--- src/rtl/rf_wr_arbiter.sv ---
// Register-file write-port arbiter: WB has priority, MDU results drain from a small FIFO
// into idle port cycles; also owns the dirty-bit scoreboard. Optional: RF_WR_ARB_STARVE_EN.
module rf_wr_arbiter #(
   parameter int TAG_WIDTH    = 4,
   parameter int BUF_DEPTH    = 2,
   parameter int STARVE_LIMIT = 8
) (
   input  logic                 clk,
   input  logic                 reset_n,
   input  logic                 wb_wr_en,
   input  logic [TAG_WIDTH-1:0] wb_wr_tag,
   input  logic [4:0]           wb_wr_addr,
   input  logic [31:0]          wb_wr_data,
   input  logic                 wb_clr_en,
   input  logic [4:0]           wb_clr_addr,
   output logic                 wb_stall,
   input  logic                 mdu_valid,
   input  logic [TAG_WIDTH-1:0] mdu_tag,
   input  logic [4:0]           mdu_addr,
   input  logic [31:0]          mdu_data,
   output logic                 mdu_ready,
   input  logic                 mdu_flush,
   input  logic                 set_dirty_en,
   input  logic [4:0]           set_dirty_addr,
   output logic                 rf_wr_en,
   output logic [TAG_WIDTH-1:0] rf_wr_tag,
   output logic [4:0]           rf_wr_addr,
   output logic [31:0]          rf_wr_data,
   output logic [31:0]          dirty
);
   localparam int PTR_W = (BUF_DEPTH > 1) ? $clog2(BUF_DEPTH) : 1;
   localparam int CNT_W = $clog2(BUF_DEPTH) + 1;

   logic [TAG_WIDTH-1:0] buf_tag_q  [BUF_DEPTH];
   logic [TAG_WIDTH-1:0] buf_tag_d  [BUF_DEPTH];
   logic [4:0]           buf_addr_q [BUF_DEPTH];
   logic [4:0]           buf_addr_d [BUF_DEPTH];
   logic [31:0]          buf_data_q [BUF_DEPTH];
   logic [31:0]          buf_data_d [BUF_DEPTH];
   logic [PTR_W-1:0]     rd_ptr_q, rd_ptr_d, wr_ptr_q, wr_ptr_d;
   logic [CNT_W-1:0]     count_q, count_d;
   logic [31:0]          dirty_q, dirty_d;
   logic [31:0]          set_mask, clr_mask;
   logic [PTR_W-1:0]     flush_idx;
   logic                 fifo_empty, wb_grant, pop, push;

   assign fifo_empty = (count_q == '0);
   assign mdu_ready  = (count_q != CNT_W'(BUF_DEPTH));
   assign wb_grant   = wb_wr_en & ~wb_stall;
   // A flush cycle never pops: the head is being discarded, not written.
   assign pop        = ~wb_grant & ~fifo_empty & ~mdu_flush;
   assign push       = mdu_valid & mdu_ready & ~mdu_flush;
   assign dirty      = dirty_q;

   always_comb begin
      rf_wr_en   = wb_grant | pop;
      rf_wr_tag  = wb_wr_tag;
      rf_wr_addr = wb_wr_addr;
      rf_wr_data = wb_wr_data;
      if (!wb_grant) begin
         rf_wr_tag  = buf_tag_q[rd_ptr_q];
         rf_wr_addr = buf_addr_q[rd_ptr_q];
         rf_wr_data = buf_data_q[rd_ptr_q];
      end
   end

   always_comb begin
      buf_tag_d  = buf_tag_q;
      buf_addr_d = buf_addr_q;
      buf_data_d = buf_data_q;
      rd_ptr_d   = rd_ptr_q;
      wr_ptr_d   = wr_ptr_q;
      count_d    = count_q;
      if (mdu_flush) begin
         rd_ptr_d = '0;
         wr_ptr_d = '0;
         count_d  = '0;
      end else begin
         if (push) begin
            buf_tag_d[wr_ptr_q]  = mdu_tag;
            buf_addr_d[wr_ptr_q] = mdu_addr;
            buf_data_d[wr_ptr_q] = mdu_data;
            wr_ptr_d             = wr_ptr_q + 1'b1;
         end
         if (pop) rd_ptr_d = rd_ptr_q + 1'b1;
         count_d = count_q + CNT_W'(push) - CNT_W'(pop);
      end
   end

   // Set beats clear on the same bit: the set comes from a newer producer.
   always_comb begin
      set_mask  = '0;
      clr_mask  = '0;
      flush_idx = '0;
      if (set_dirty_en) set_mask[set_dirty_addr] = 1'b1;
      if (rf_wr_en)     clr_mask[rf_wr_addr]     = 1'b1;
      if (wb_clr_en)    clr_mask[wb_clr_addr]    = 1'b1;
      if (mdu_flush) begin
         if (mdu_valid && mdu_ready) clr_mask[mdu_addr] = 1'b1;
         for (int k = 0; k < BUF_DEPTH; k++) begin
            flush_idx = rd_ptr_q + PTR_W'(k);
            if (CNT_W'(k) < count_q) clr_mask[buf_addr_q[flush_idx]] = 1'b1;
         end
      end
      dirty_d    = (dirty_q & ~clr_mask) | set_mask;
      dirty_d[0] = 1'b0;
   end

`ifdef RF_WR_ARB_STARVE_EN
   localparam int STV_W = $clog2(STARVE_LIMIT + 1);
   logic [STV_W-1:0] starve_q, starve_d;

   always_comb begin
      starve_d = starve_q;
      if (pop || mdu_flush)
         starve_d = '0;
      else if (!fifo_empty && (starve_q != STV_W'(STARVE_LIMIT)))
         starve_d = starve_q + 1'b1;
   end

   assign wb_stall = (starve_q == STV_W'(STARVE_LIMIT)) & ~fifo_empty;

   always_ff @(posedge clk or negedge reset_n) begin
      if (!reset_n) starve_q <= '0;
      else          starve_q <= starve_d;
   end
`else
   // No forced stall: the FIFO drains only in cycles where WB does not write.
   assign wb_stall = 1'b0 & (STARVE_LIMIT > 0);
`endif

   always_ff @(posedge clk or negedge reset_n) begin
      if (!reset_n) begin
         rd_ptr_q <= '0;
         wr_ptr_q <= '0;
         count_q  <= '0;
         dirty_q  <= '0;
      end else begin
         rd_ptr_q <= rd_ptr_d;
         wr_ptr_q <= wr_ptr_d;
         count_q  <= count_d;
         dirty_q  <= dirty_d;
      end
   end

   // Entry storage is qualified by count/pointers, so it carries no reset.
   always_ff @(posedge clk) begin
      buf_tag_q  <= buf_tag_d;
      buf_addr_q <= buf_addr_d;
      buf_data_q <= buf_data_d;
   end

endmodule
--- config.mk ---
export PLATFORM = sky130hd
export DESIGN_NAME = rf_wr_arbiter
export DESIGN_NICKNAME = d
export VERILOG_FILES = /design/src/rtl/rf_wr_arbiter.sv
export SDC_FILE = /design/constraint.sdc
export NUM_CORES = 1
export LEC_CHECK = 0
export CAP_MARGIN = 40
export CORE_AREA = 8 8 132 134
export CTS_CLUSTER_SIZE = 24
export DETAILED_ROUTE_END_ITERATION = 8
export DIE_AREA = 0 0 140 142
export GPL_TIMING_DRIVEN = 0
export PLACE_DENSITY = 0.87
export REMOVE_ABC_BUFFERS = 1
export SLEW_MARGIN = 20
export SYNTH_ARGS = -nofsm -noshare
export SYNTH_HDL_FRONTEND = slang
export SYNTH_SLANG_ARGS = --single-unit
export TNS_END_PERCENT = 5
--- constraint.sdc ---
create_clock -name clk -period 2.7 [get_ports clk]
set_input_delay 0.54 -clock clk [delete_from_list [all_inputs] [get_ports clk]]
set_output_delay 0.54 -clock clk [all_outputs]
set_load 0.05 [all_outputs]
After elaboration in Yosys (flattened, before gate mapping)

Cells that the tools add are included.
Widths: inputs -> output; s select.

Add/sub/neg operators: 4
Order comparisons: 18
Equality and inequality tests: 1
Multiplexer cells: 50
Bitwise operators: 18
Reduce and logical (&&, ||, !) cells: 12

Operators with widths:

| cell                | count |
|---|---|
| $mux 32             | 14 |
| $or 32x32->32       | 5 |
| $bwmux 64           | 1 |
| $mux 5              | 8 |
| $lt 5x6->1 const B  | 6 |
| $and 32x32->32      | 1 |
| $demux 32 s1        | 1 |
| $not 32->32         | 1 |
| $demux 1 s5         | 6 |
| $ge 5x1->1 const B  | 6 |
| $mux 4              | 5 |
| $bwmux 10           | 1 |
| $mux 1              | 10 |
| $bwmux 8            | 1 |
| $logic_and 1x1->1   | 8 |
| $ge 2x2->1 const B  | 3 |
| $not 1->2           | 3 |
| $demux 5 s1         | 1 |
| $and 1x1->1         | 4 |
| $demux 4 s1         | 1 |
| $lt 1x2->1 const A  | 2 |
| $reduce_bool 2->1   | 2 |
| $not 1->1           | 3 |
| $add 1x1->1 const B | 2 |
| 8 further kinds     | 8 |

Bits in registers: 117
Output and inout port bits: 76
Word-level logic and storage cells: 113

Longest topological paths before layout

Depth after elaboration: 24
Depth in mapped cells: 9
Depth with buffers taken out: 7

Worst setup path before layout

Ideal clock, no wire load.

Kind: register -> register
From: register count_q[1]
To: register buf_addr_q[0] (netlist name), enable pin
Setup time: 0.440 ns
Data arrival time: 2.757 ns
Setup slack: -0.496 ns
Cell stages (with the launch flop): 6
Cell sequence: dfrtp_1 buf_6 nand2b_1 buf_2 nand3_1 nor2_1

Cells in the longest elaborated chain, start to end: 4

RTL lines:

| item                       | line | text |
|---|---|---|
| start: declaration         | 41   | `logic [CNT_W-1:0] count_q, count_d;` |
| start signal: assignment   | 141  | `count_q <= count_d;` |
| $ne 2x2->1                 | 48   | `assign mdu_ready = (count_q != CNT_W'(BUF_DEPTH));` |
| net mdu_ready              | 21   | `output logic mdu_ready,` |
| $and 1x1->1 (2 in series)  | 52   | `assign push = mdu_valid & mdu_ready & ~mdu_flush;` |
| $reduce_and 2->1 (no line) | n/a  |  |
| end signal: assignment     | 149  | `buf_addr_q <= buf_addr_d;` |
| end: declaration           | 36   | `logic [4:0] buf_addr_q [BUF_DEPTH];` |

The timed path passes the listed nets, and every way through them passes these cells.
A chain may end at the register's enable or synchronous reset.

Final worst setup path

From: register count_q[1]
To: output rf_wr_en

Cells in the longest elaborated chain, start to end: 5

RTL lines:

| item                      | line | text |
|---|---|---|
| $logic_not 2->1           | 47   | `assign fifo_empty = (count_q == '0);` |
| $not 1->1                 | 51   | `assign pop = ~wb_grant & ~fifo_empty & ~mdu_flush;` |
| $and 1x1->1 (2 in series) | 51   |  |
| $or 1x1->1                | 56   | `rf_wr_en = wb_grant \| pop;` |
| end: declaration          | 25   | `output logic rf_wr_en,` |

Every way passes these cells.

==> reports/results.tsv <==
metric	value	unit
r2r-start	rd_ptr_q	
diodes	0	
nets	910	
drive_gt1_share	11.1	%
placed_cells	976	
fmax	373	MHz
fp.dieH	142	microns
synth_ff_type	edfxtp_1	
period_share	99.4	%
slowest_stage	dfrtp_1	
syn-cell-area	6740	sq um
wirelength	20.1	mm
die_x	140	microns
die_area	19900	sq um
drv_slew	0	
clock_latency	0.42	ns
clock-sinks	117	
hold_ws	0.492	ns
total_leakage_power	0.00325	uW
gp_congestion	0.933	
start_util	43.7	%
synth_cell_types	73	
final_cells	1014	
rows	46	
grt_usage	19.8	%
tightest_slew	0.752	ns
async_flop_share	29.9	%
area_growth_syn_to_layout	36.2	%
syn_area_per_cell	10.3	sq um
critPathLaunchType	register	
vias	5950	
worst_clock_skew	0.0105	ns
cts_buffers	17	
clockRootBuffer	clkbuf_16	
clk_path_buf_depth	2	
ios	175	
grt_overflow	0	
first_pass_iters	5	
vias_per_cell	5.87	
slew_headroom	49.9	%
antenna_found_initial	0	
grt_pass1_vias	5835	
required	2.16	ns
ys_seq_area_share	49.6	%
htreeDepth	4	
crit_fanout	9	
ys.warnings.count	0	
p_per_area	757	nW/um^2
cp_top_family	buffers and inverters	
vdd_ir_drop_max	0.429	mV
met1Wirelength	7.64	mm
path_clk_slew	0.06	ns
drt_iter0_drc	554	
wl_per_cell	19.8	microns
hpwl	14.6	mm
hold_viol	0	
grt_setup_unrepaired	true	
dr_wl_met2	9.96	mm
grt_pass1_wl	30.9	mm
critPathBufInv	2	
end_kind	output port	
worstPathCellList	or2_4 -> a21oi_4 -> inv_1 -> dlygate4sd2_1	
drc	0	
synth_seq_cells	117	
drv_cap	0	
top_layer	met4	
startpoint	count_q[1]	
finalCriticalPeriod	2.68	ns
wl_met3	1.93	mm
setup_viol	0	
grt_max_degree	88	
ant_nets	0	
cts_tree	built	
max_stage_delay	0.49	ns
path_class	register to output port	
syn_inst	655	
synth_edf_count	82	
worstPathArrival	2.14	ns
io_buffer_count	172	
coreArea	15400	sq um
hold_class	input pin to asynchronous set/reset pin	
status	finished clean	
-- synth_stat cells (all sizes together), types with 3 or more instances --
| library cell | number | share of area (%) |
|---|---|---|
| o21a | 5 | 0.67 |
| dfrtp | 35 | 13 |
| nor2b | 12 | 1.1 |
| nand2b | 8 | 0.74 |
| o41ai | 3 | 0.67 |
| or3b | 3 | 0.39 |
| nand4 | 4 | 0.37 |
| nand3b | 8 | 0.89 |
| nor2 | 41 | 2.3 |
| a21bo | 15 | 2.2 |
| nor4b | 3 | 0.39 |
| and3b | 4 | 0.52 |
| nand3 | 12 | 0.89 |
| edfxtp | 82 | 37 |
| a32oi | 3 | 0.50 |
| nor3 | 29 | 2.2 |
| o221ai | 3 | 0.39 |
| nand2 | 75 | 4.2 |
| o22ai | 30 | 2.8 |
| o31ai | 13 | 1.4 |
| inv | 9 | 0.50 |
| o32ai | 6 | 0.78 |
| a221o | 4 | 0.59 |
| buf | 25 | 2.4 |
| o311a | 3 | 0.45 |
| a21o | 3 | 0.33 |
| o21ai | 84 | 6.5 |
| clkbuf | 23 | 1.3 |
| a21oi | 22 | 1.9 |
| a31oi | 7 | 0.74 |
| mux2i | 42 | 6.6 |
| nor3b | 4 | 0.45 |
| nor4 | 6 | 1.4 |
-- cell type report --
class,count,area (sq um)
fillers,1255,6250
clock buffers,18,429
flip-flops and latches,117,3340
multi-input cells,482,3150
well taps,192,240
inverters,9,33.8
clock inverters,14,166
repair buffers,182,1810
-- routing by layer --
| metal | up-vias | track usage (%) |
|---|---|---|
| met2 | 351 | 34.2 |
| met4 | 0 | 7.37 |
| li1 | 2799 | - |
| met5 | - | 0 |
| met3 | 50 | 6.51 |
| met1 | 2750 | 22.5 |
-- layout by cell type, fill, tap and decap left out, types with 5 or more instances in the layout --
master / Yosys / routed
buf_4: 9 / 5
nand2_1: 75 / 75
dlygate4sd2_1: 0 / 31
o31ai_1: 13 / 13
nor2_1: 41 / 39
a21oi_1: 20 / 20
o32ai_1: 6 / 6
o22ai_1: 30 / 30
o21ai_0: 78 / 77
clkdlybuf4s50_1: 0 / 127
a21bo_2: 11 / 11
inv_1: 7 / 7
nand3b_1: 8 / 8
clkbuf_16: 0 / 17
nand2b_1: 8 / 8
dfrtp_1: 35 / 34
nor2b_1: 12 / 12
a31oi_1: 6 / 6
buf_2: 8 / 5
nand3_1: 12 / 12
nor3_1: 29 / 29
inv_6: 0 / 5
edfxtp_1: 82 / 82
mux2i_1: 40 / 40
-- power by group --
part / internal [uW] / total [uW] / switching [uW] / leakage, uW
Clock: 1390 / 2280 / 892 / 0.000282
Sequential: 2160 / 2290 / 132 / 0.00120
Combinational: 840 / 2370 / 1530 / 0.00176
Total: 4390 / 6940 / 2550 / 0.00325
-- through the flow --
stage | setup WS [ns] | setup TNS, ns | util [%] | cell area (sq um) | power [uW]
final | 0.0159 | 0 | 59.5 | 9170 | 6940
after global routing | -0.0612 | -0.0709 | 59.5 | 9170 | 7190
after CTS | -0.179 | -0.267 | 59.3 | 9150 | 6950
after detailed placement | -0.699 | -4.84 | 55.3 | 8540 | 4690
after global placement | -2.87 | -378.63 | 54.8 | 8450 | 4650
after floorplan | -2.02 | -168.34 | - | 6490 | 3820
-- logic make-up after synthesis --
family / share of synthesized area (%)
other: 0.0557
flip-flops: 49.6
adder cells (fa/ha/maj): 0.371
AO/OA/AOI/OAI: 21.2
AND/OR/NAND/NOR: 17.4
XOR/XNOR: 0.390
multiplexers: 6.78
buffers and inverters: 4.24
-- path summary, 6_finish.rpt --
check	to	slack (ns)	cells after the start
setup / recovery	rf_wr_en	0.02	4
hold / removal	count_q[0]	0.49	2
setup reg to reg	dirty[10]	0.40	7
hold reg to reg	dirty[5]	0.59	2
max in group asynchronous	dirty[31]	1.80	3
min in group clk	count_q[1]	0.54	2
-- state kept, by name, summed over array words and instances, names as in the netlist --
signal and cells:
buf_addr_q 10, count_q 2, buf_data_q 64, dirty 31
buf_tag_q 8, wr_ptr_q 1, rd_ptr_q 1
-- what timing repair did --
action,in CTS,in global routing
gates resized for setup,55,25
hold buffers,1,0
endpoints found under the setup margin,53,11
setup buffers,3,1
endpoints found under the hold margin,4,0
pin swaps,0,1
(Power assumes the default switching activity.)
